File: src/rtl/board_io_ctrl.sv
// Board-level LED/button front end: PWM-dimmed LEDs with period-aligned duty updates,
// and synchronised, debounced buttons with press/release event pulses.
module board_io_ctrl #(
    parameter int LED_COUNT       = 2,
    parameter int BTN_COUNT       = 1,
    parameter int PWM_WIDTH       = 8,
    parameter int PRESCALE        = 47,
    parameter int DEBOUNCE_CYCLES = 12000,
    parameter int LED_ACTIVE_LOW  = 1,
    parameter int BTN_ACTIVE_LOW  = 1
) (
    input  logic                                                  io_mainClk,
    input  logic                                                  io_reset,
    input  logic [LED_COUNT-1:0]                                  io_ledEnable,
    input  logic                                                  io_dutyWrite_valid,
    output logic                                                  io_dutyWrite_ready,
    input  logic [((LED_COUNT > 1) ? $clog2(LED_COUNT) : 1)-1:0]  io_dutyWrite_sel,
    input  logic [PWM_WIDTH-1:0]                                  io_dutyWrite_value,
    output logic [LED_COUNT-1:0]                                  io_leds,
    input  logic [BTN_COUNT-1:0]                                  io_buttons,
    output logic [BTN_COUNT-1:0]                                  io_btnLevel,
    output logic [BTN_COUNT-1:0]                                  io_btnPress,
    output logic [BTN_COUNT-1:0]                                  io_btnRelease
);

    localparam int SEL_W = (LED_COUNT > 1) ? $clog2(LED_COUNT) : 1;
    localparam int PRE_W = (PRESCALE > 1) ? $clog2(PRESCALE) : 1;
    localparam int DEB_W = (DEBOUNCE_CYCLES > 1) ? $clog2(DEBOUNCE_CYCLES) : 1;

    localparam logic [PRE_W-1:0]     PRE_LAST     = PRE_W'(PRESCALE - 1);
    localparam logic [DEB_W-1:0]     DEB_LAST     = DEB_W'(DEBOUNCE_CYCLES - 1);
    localparam logic [PWM_WIDTH-1:0] DUTY_FULL    = {PWM_WIDTH{1'b1}};
    localparam logic [LED_COUNT-1:0] LEDS_OFF     = (LED_ACTIVE_LOW != 0) ? {LED_COUNT{1'b1}} : {LED_COUNT{1'b0}};
    localparam logic [BTN_COUNT-1:0] BTN_RELEASED = (BTN_ACTIVE_LOW != 0) ? {BTN_COUNT{1'b1}} : {BTN_COUNT{1'b0}};

    logic [PRE_W-1:0]     prescale;
    logic [PWM_WIDTH-1:0] pwm_cnt;
    logic                 tick;
    logic                 boundary;
    logic                 write_fire;

    logic [PWM_WIDTH-1:0] active_duty [LED_COUNT];
    logic [PWM_WIDTH-1:0] shadow_duty [LED_COUNT];
    logic [LED_COUNT-1:0] pending;
    logic [LED_COUNT-1:0] lit;

    logic [BTN_COUNT-1:0] sync_a;
    logic [BTN_COUNT-1:0] sync_b;
    logic [BTN_COUNT-1:0] sampled;
    logic [BTN_COUNT-1:0] stable;
    logic [DEB_W-1:0]     deb_cnt [BTN_COUNT];

    assign tick       = (prescale == PRE_LAST);
    assign boundary   = tick && (pwm_cnt == DUTY_FULL);
    assign write_fire = io_dutyWrite_valid && io_dutyWrite_ready;

    always_ff @(posedge io_mainClk) begin
        if (io_reset) begin
            prescale           <= '0;
            pwm_cnt            <= '0;
            io_dutyWrite_ready <= 1'b0;
        end else begin
            io_dutyWrite_ready <= 1'b1;
            if (tick) begin
                prescale <= '0;
                pwm_cnt  <= pwm_cnt + PWM_WIDTH'(1);
            end else begin
                prescale <= prescale + PRE_W'(1);
            end
        end
    end

    // A write landing on the boundary cycle must stay pending, so it is applied after the transfer.
    always_ff @(posedge io_mainClk) begin
        if (io_reset) begin
            for (int i = 0; i < LED_COUNT; i++) begin
                active_duty[i] <= DUTY_FULL;
                shadow_duty[i] <= DUTY_FULL;
            end
            pending <= '0;
        end else begin
            for (int i = 0; i < LED_COUNT; i++) begin
                if (boundary && pending[i]) begin
                    active_duty[i] <= shadow_duty[i];
                    pending[i]     <= 1'b0;
                end
                if (write_fire && (io_dutyWrite_sel == SEL_W'(i))) begin
                    shadow_duty[i] <= io_dutyWrite_value;
                    pending[i]     <= 1'b1;
                end
            end
        end
    end

    always_comb begin
        lit = '0;
        for (int i = 0; i < LED_COUNT; i++) begin
            lit[i] = io_ledEnable[i] && ((active_duty[i] == DUTY_FULL) || (pwm_cnt < active_duty[i]));
        end
    end

    always_ff @(posedge io_mainClk) begin
        if (io_reset) begin
            io_leds <= LEDS_OFF;
        end else begin
            io_leds <= (LED_ACTIVE_LOW != 0) ? ~lit : lit;
        end
    end

    // The synchroniser resets to the released pin level so a held button reads as a fresh press.
    assign sampled     = (BTN_ACTIVE_LOW != 0) ? ~sync_b : sync_b;
    assign io_btnLevel = stable;

    always_ff @(posedge io_mainClk) begin
        if (io_reset) begin
            sync_a        <= BTN_RELEASED;
            sync_b        <= BTN_RELEASED;
            stable        <= '0;
            io_btnPress   <= '0;
            io_btnRelease <= '0;
            for (int b = 0; b < BTN_COUNT; b++) begin
                deb_cnt[b] <= '0;
            end
        end else begin
            sync_a <= io_buttons;
            sync_b <= sync_a;
            for (int b = 0; b < BTN_COUNT; b++) begin
                io_btnPress[b]   <= 1'b0;
                io_btnRelease[b] <= 1'b0;
                if (sampled[b] == stable[b]) begin
                    deb_cnt[b] <= '0;
                end else if (deb_cnt[b] == DEB_LAST) begin
                    stable[b]        <= sampled[b];
                    deb_cnt[b]       <= '0;
                    io_btnPress[b]   <= sampled[b];
                    io_btnRelease[b] <= ~sampled[b];
                end else begin
                    deb_cnt[b] <= deb_cnt[b] + DEB_W'(1);
                end
            end
        end
    end

endmodule

File: config.mk
export PLATFORM = sky130hd
export DESIGN_NAME = board_io_ctrl
export DESIGN_NICKNAME = d
export VERILOG_FILES = /design/src/rtl/board_io_ctrl.sv
export SDC_FILE = /design/constraint.sdc
export NUM_CORES = 1
export LEC_CHECK = 0
export BUFFER_PORTS_ARGS = -buffer_cell sky130_fd_sc_hd__buf_2
export CAP_MARGIN = 20
export CORE_MARGIN = 2
export CORE_UTILIZATION = 55
export DETAILED_ROUTE_END_ITERATION = 8
export GPL_TIMING_DRIVEN = 0
export PLACE_DENSITY = 0.73
export SLEW_MARGIN = 40
export SYNTH_ARGS = -nofsm -noshare
export SYNTH_HDL_FRONTEND = slang
export SYNTH_SLANG_ARGS = --single-unit
File: constraint.sdc
create_clock -name io_mainClk -period 2.45 [get_ports io_mainClk]
set_clock_uncertainty 0.15 [all_clocks]
set_input_delay 0.245 -clock io_mainClk [delete_from_list [all_inputs] [get_ports io_mainClk]]
set_output_delay 0.245 -clock io_mainClk [all_outputs]
set_load 0.01 [all_outputs]
==> results_tabular.tex <==
\begin{tabular}{lr}
\hline
Metric & Value \\
\hline
\multicolumn{2}{l}{\textbf{Clock network}} \\
H-tree lvl count & 3 \\
Cell at the root of the clock tree & clkbuf\_8 \\
Clock slew at reported path FFs & $\sim$0.07 ns \\
Clock network latency to the later pin of the worst-skew pair & about 0.35 ns \\
Clock Path Buffers & 2 \\
Number of sinks driven by the clock tree & 70 \\
TritonCTS clock tree & done \\
CTS Buf Count & 9 \\
\multicolumn{2}{l}{\textbf{Floorplan}} \\
Width of the die & between 80 and 90 um \\
Starting density of the core & 0.563 \\
Height of the die & approximately 81 um \\
Area of the placeable core & roughly 0.0059 mm\^{}2 \\
Top-level port count & 21 \\
Die Outline Area & around 0.0066 mm\^{}2 \\
Standard-cell row count & 28 \\
\multicolumn{2}{l}{\textbf{Placement}} \\
Buffers added on ports & 20 \\
Number of placed instances, taps included & a little under 400 \\
Routability congestion estimate & between 0.7 and 0.8 \\
HPWL after detailed placement & 4120 um \\
Worst Setup Slack post-DPL & 0.157 ns \\
\multicolumn{2}{l}{\textbf{Yosys}} \\
Synth async-reset ratio & 0 \\
Register area share after synthesis & 0.565 \\
Post-synth EDFFs & 46 \\
Number of warnings printed during yosys synthesis & 0 \\
Synthesized area per cell & between 10 and 15 um\^{}2 \\
Flop and latch count out of synthesis & 70 \\
Post-synth top flop & edfxtp\_1 \\
Post-Synthesis Cells & just under 300 \\
Mapped Area & roughly 0.0033 mm\^{}2 \\
Number of distinct library cells after synthesis & 43 \\
\multicolumn{2}{l}{\textbf{Critical path}} \\
Nature of the critical path startpoint & flop \\
Path depth of the worst reg2reg path & 7 \\
Highest net fanout along the worst path & 10 \\
Launching instance or port of the critical path & deb\_cnt[0][0] \\
Endpoint of the most critical setup path & deb\_cnt[0][7] \\
Endpoint kind of the worst setup timing path & flop \\
Flop-to-flop setup slack & between 0.15 and 0.2 ns \\
Endpoint of the lowest-slack register-to-register path & deb\_cnt[0][7] \\
Critical Path AT & about 2.2 ns \\
Reg-to-Reg Start & deb\_cnt[0][0] \\
Required time of the critical path & 2.40 ns \\
Type of the worst setup path & flop to flop \\
\multicolumn{2}{l}{\textbf{Timing}} \\
Worst-case headroom to the max-slew limit & 0.467 \\
Worst Max-Slew Pin Slew & 0.795 ns \\
Worst-case setup margin in the final layout & $\sim$0.16 ns \\
Min cycle time layout & between 2 and 2.5 ns \\
Final Max Tran Viols & 0 \\
Setup repair after global routing missed its margin & false \\
Number of failing hold endpoints at the final stage & 0 \\
Setup violation total in the final timing report & 0 \\
Period Utilization, post-route & 0.934 \\
Worst hold margin & roughly 0.027 ns \\
Maximum clock frequency & $\sim$440 MHz \\
\multicolumn{2}{l}{\textbf{Global route}} \\
Fraction of met1 tracks used by global routing & 0.283 \\
Routing layer with the top usage in global route & met1 \\
GRT Resource Usage Total & 0.198 \\
Met3 routing resource usage after global routing & 0.0725 \\
Global-route wire length before repair & 9630 um \\
Largest net degree at the start of global routing & 14 \\
Number of antenna violations at the first check in global routing & 0 \\
Grt total ovfl & 0 \\
Met2 Usage GRT & 0.278 \\
Number of global-route vias before repair & between 2,000 and 2,500 \\
\multicolumn{2}{l}{\textbf{Min path}} \\
Worst min path class & primary input to flop \\
Worst hold path depth & 2 \\
\multicolumn{2}{l}{\textbf{Routing}} \\
Router iterations before antenna repair & 4 \\
Residual antenna-violating net count after detailed routing & 0 \\
Number of remaining DRC errors & 0 \\
Total wire length & $\sim$5700 um \\
Routed wire per std cell & $\sim$14 um \\
Average vias per placed instance & 5.18 \\
Vias post-DR & 2,162 \\
Initial DRC count & between 100 and 150 \\
\multicolumn{2}{l}{\textbf{Power and ir drop}} \\
Max rail drop VDD & 0.512 mV \\
P\_leak & around 1.5 nW \\
Power density cells & around 620 mW/mm\^{}2 \\
\multicolumn{2}{l}{\textbf{Layout}} \\
Most common cell after layout, fill and taps aside & edfxtp\_1 \\
Commonest non-fill, non-tap cells in the layout & 46 x edfxtp\_1, 33 x nor2\_1, 24 x dfxtp\_1 \\
Number of diodes added for antenna fixing & 0 \\
Fraction of layout cells with a size suffix above 1 & 0.152 \\
Utilization after layout & 0.645 \\
Fill cell total of the finished layout & 450 \\
Syn-to-layout area delta & 14.6\% \\
Non-filler instance count after layout & about 420 \\
Count of nets after finishing & 370 \\
\multicolumn{2}{l}{\textbf{Job}} \\
Max-capacitance violation count & 0 \\
\multicolumn{2}{l}{\textbf{Outcome}} \\
Outcome & finished clean \\
\hline
\end{tabular}
## kinds of logic after synthesis
logic type	synth area share
buffers and inverters	0.0368
AND/OR/NAND/NOR	0.209
multiplexers	0.00304
other	0.00114
AO/OA/AOI/OAI	0.0554
flip-flops	0.565
XOR/XNOR	0.0611
adder cells (fa/ha/maj)	0.0683
## registers in the layout (all words and copies together) (netlist names), 2 cells and up
signal,count
pending,2
io_leds,2
pwm_cnt,8
active_duty,16
prescale,6
shadow_duty,16
deb_cnt,14
## through the flow
step           instance area, um^2  setup TNS, ns  total power [mW]
2_1_floorplan                 3340              0              1.39
3_3_place_gp                  3540         -0.981              1.43
3_5_place_dp                  3550              0              1.43
4_1_cts                       3780              0              2.35
5_1_grt                       3780              0              2.42
6_report                      3780              0              2.33
## per-layer routing
layer	up-vias	wire [um]
li1	1108	-
met1	989	2800
met2	51	2490
met3	14	324
met4	0	109
met5	-	0
## how the worst min path moves through the flow
stage	slack, ns	from	to
global placement	0.24	sync_a	sync_b
floorplan	0.19	io_dutyWrite_sel	pending[0]
CTS	0.02	io_dutyWrite_value[4]	shadow_duty[0][12]
finish	0.03	io_dutyWrite_value[4]	shadow_duty[0][4]
global route	0.02	io_dutyWrite_value[7]	shadow_duty[0][15]
detailed placement	0.26	sync_a	sync_b
## power by group
part	internal (mW)	switching, mW
Sequential	1.29	0.0215
Clock	0.471	0.455
Combinational	0.0402	0.0571
## Yosys cell counts (6+ instances only)
cell | instances | share of area
nand4_1 | 11 | 0.021
ha_1 | 18 | 0.068
or3_1 | 10 | 0.019
a21oi_1 | 7 | 0.011
nand2b_1 | 16 | 0.030
inv_1 | 18 | 0.020
xnor2_1 | 7 | 0.019
nor2_1 | 33 | 0.038
xor2_1 | 16 | 0.043
dfxtp_1 | 24 | 0.15
nand2_1 | 13 | 0.015
edfxtp_1 | 46 | 0.42
o21ai_0 | 6 | 0.0091
nand3_1 | 11 | 0.017
## final cells by class
cell class              count  area [um^2]  share of cell area
flip-flops and latches     70         1860               0.493
multi-input cells         205         1370               0.363
repair buffers             23          130              0.0345
clock buffers               9          124              0.0328
well taps                  75         93.8              0.0249
clock inverters             7         73.8              0.0195
inverters                  19         71.3              0.0189
plain buffers               9         50.0              0.0133
## critical path, stage by stage, from the launching register on
cell and delay, ns:
edfxtp_1 0.39, ha_1 0.16, buf_4 0.15, nand2_1 0.06, or4_4 0.45, o31ai_2 0.31, buf_2 0.28, nor2_1 0.08
## timing repair
action / 4_1_cts / 5_1_grt
hold buffers: 3 / 0
endpoints found under the hold margin: 3 / 0
endpoints found under the setup margin: 0 / 0
setup buffers: 0 / 0
gates resized for setup: 0 / 0
(Power assumes the default switching activity.)
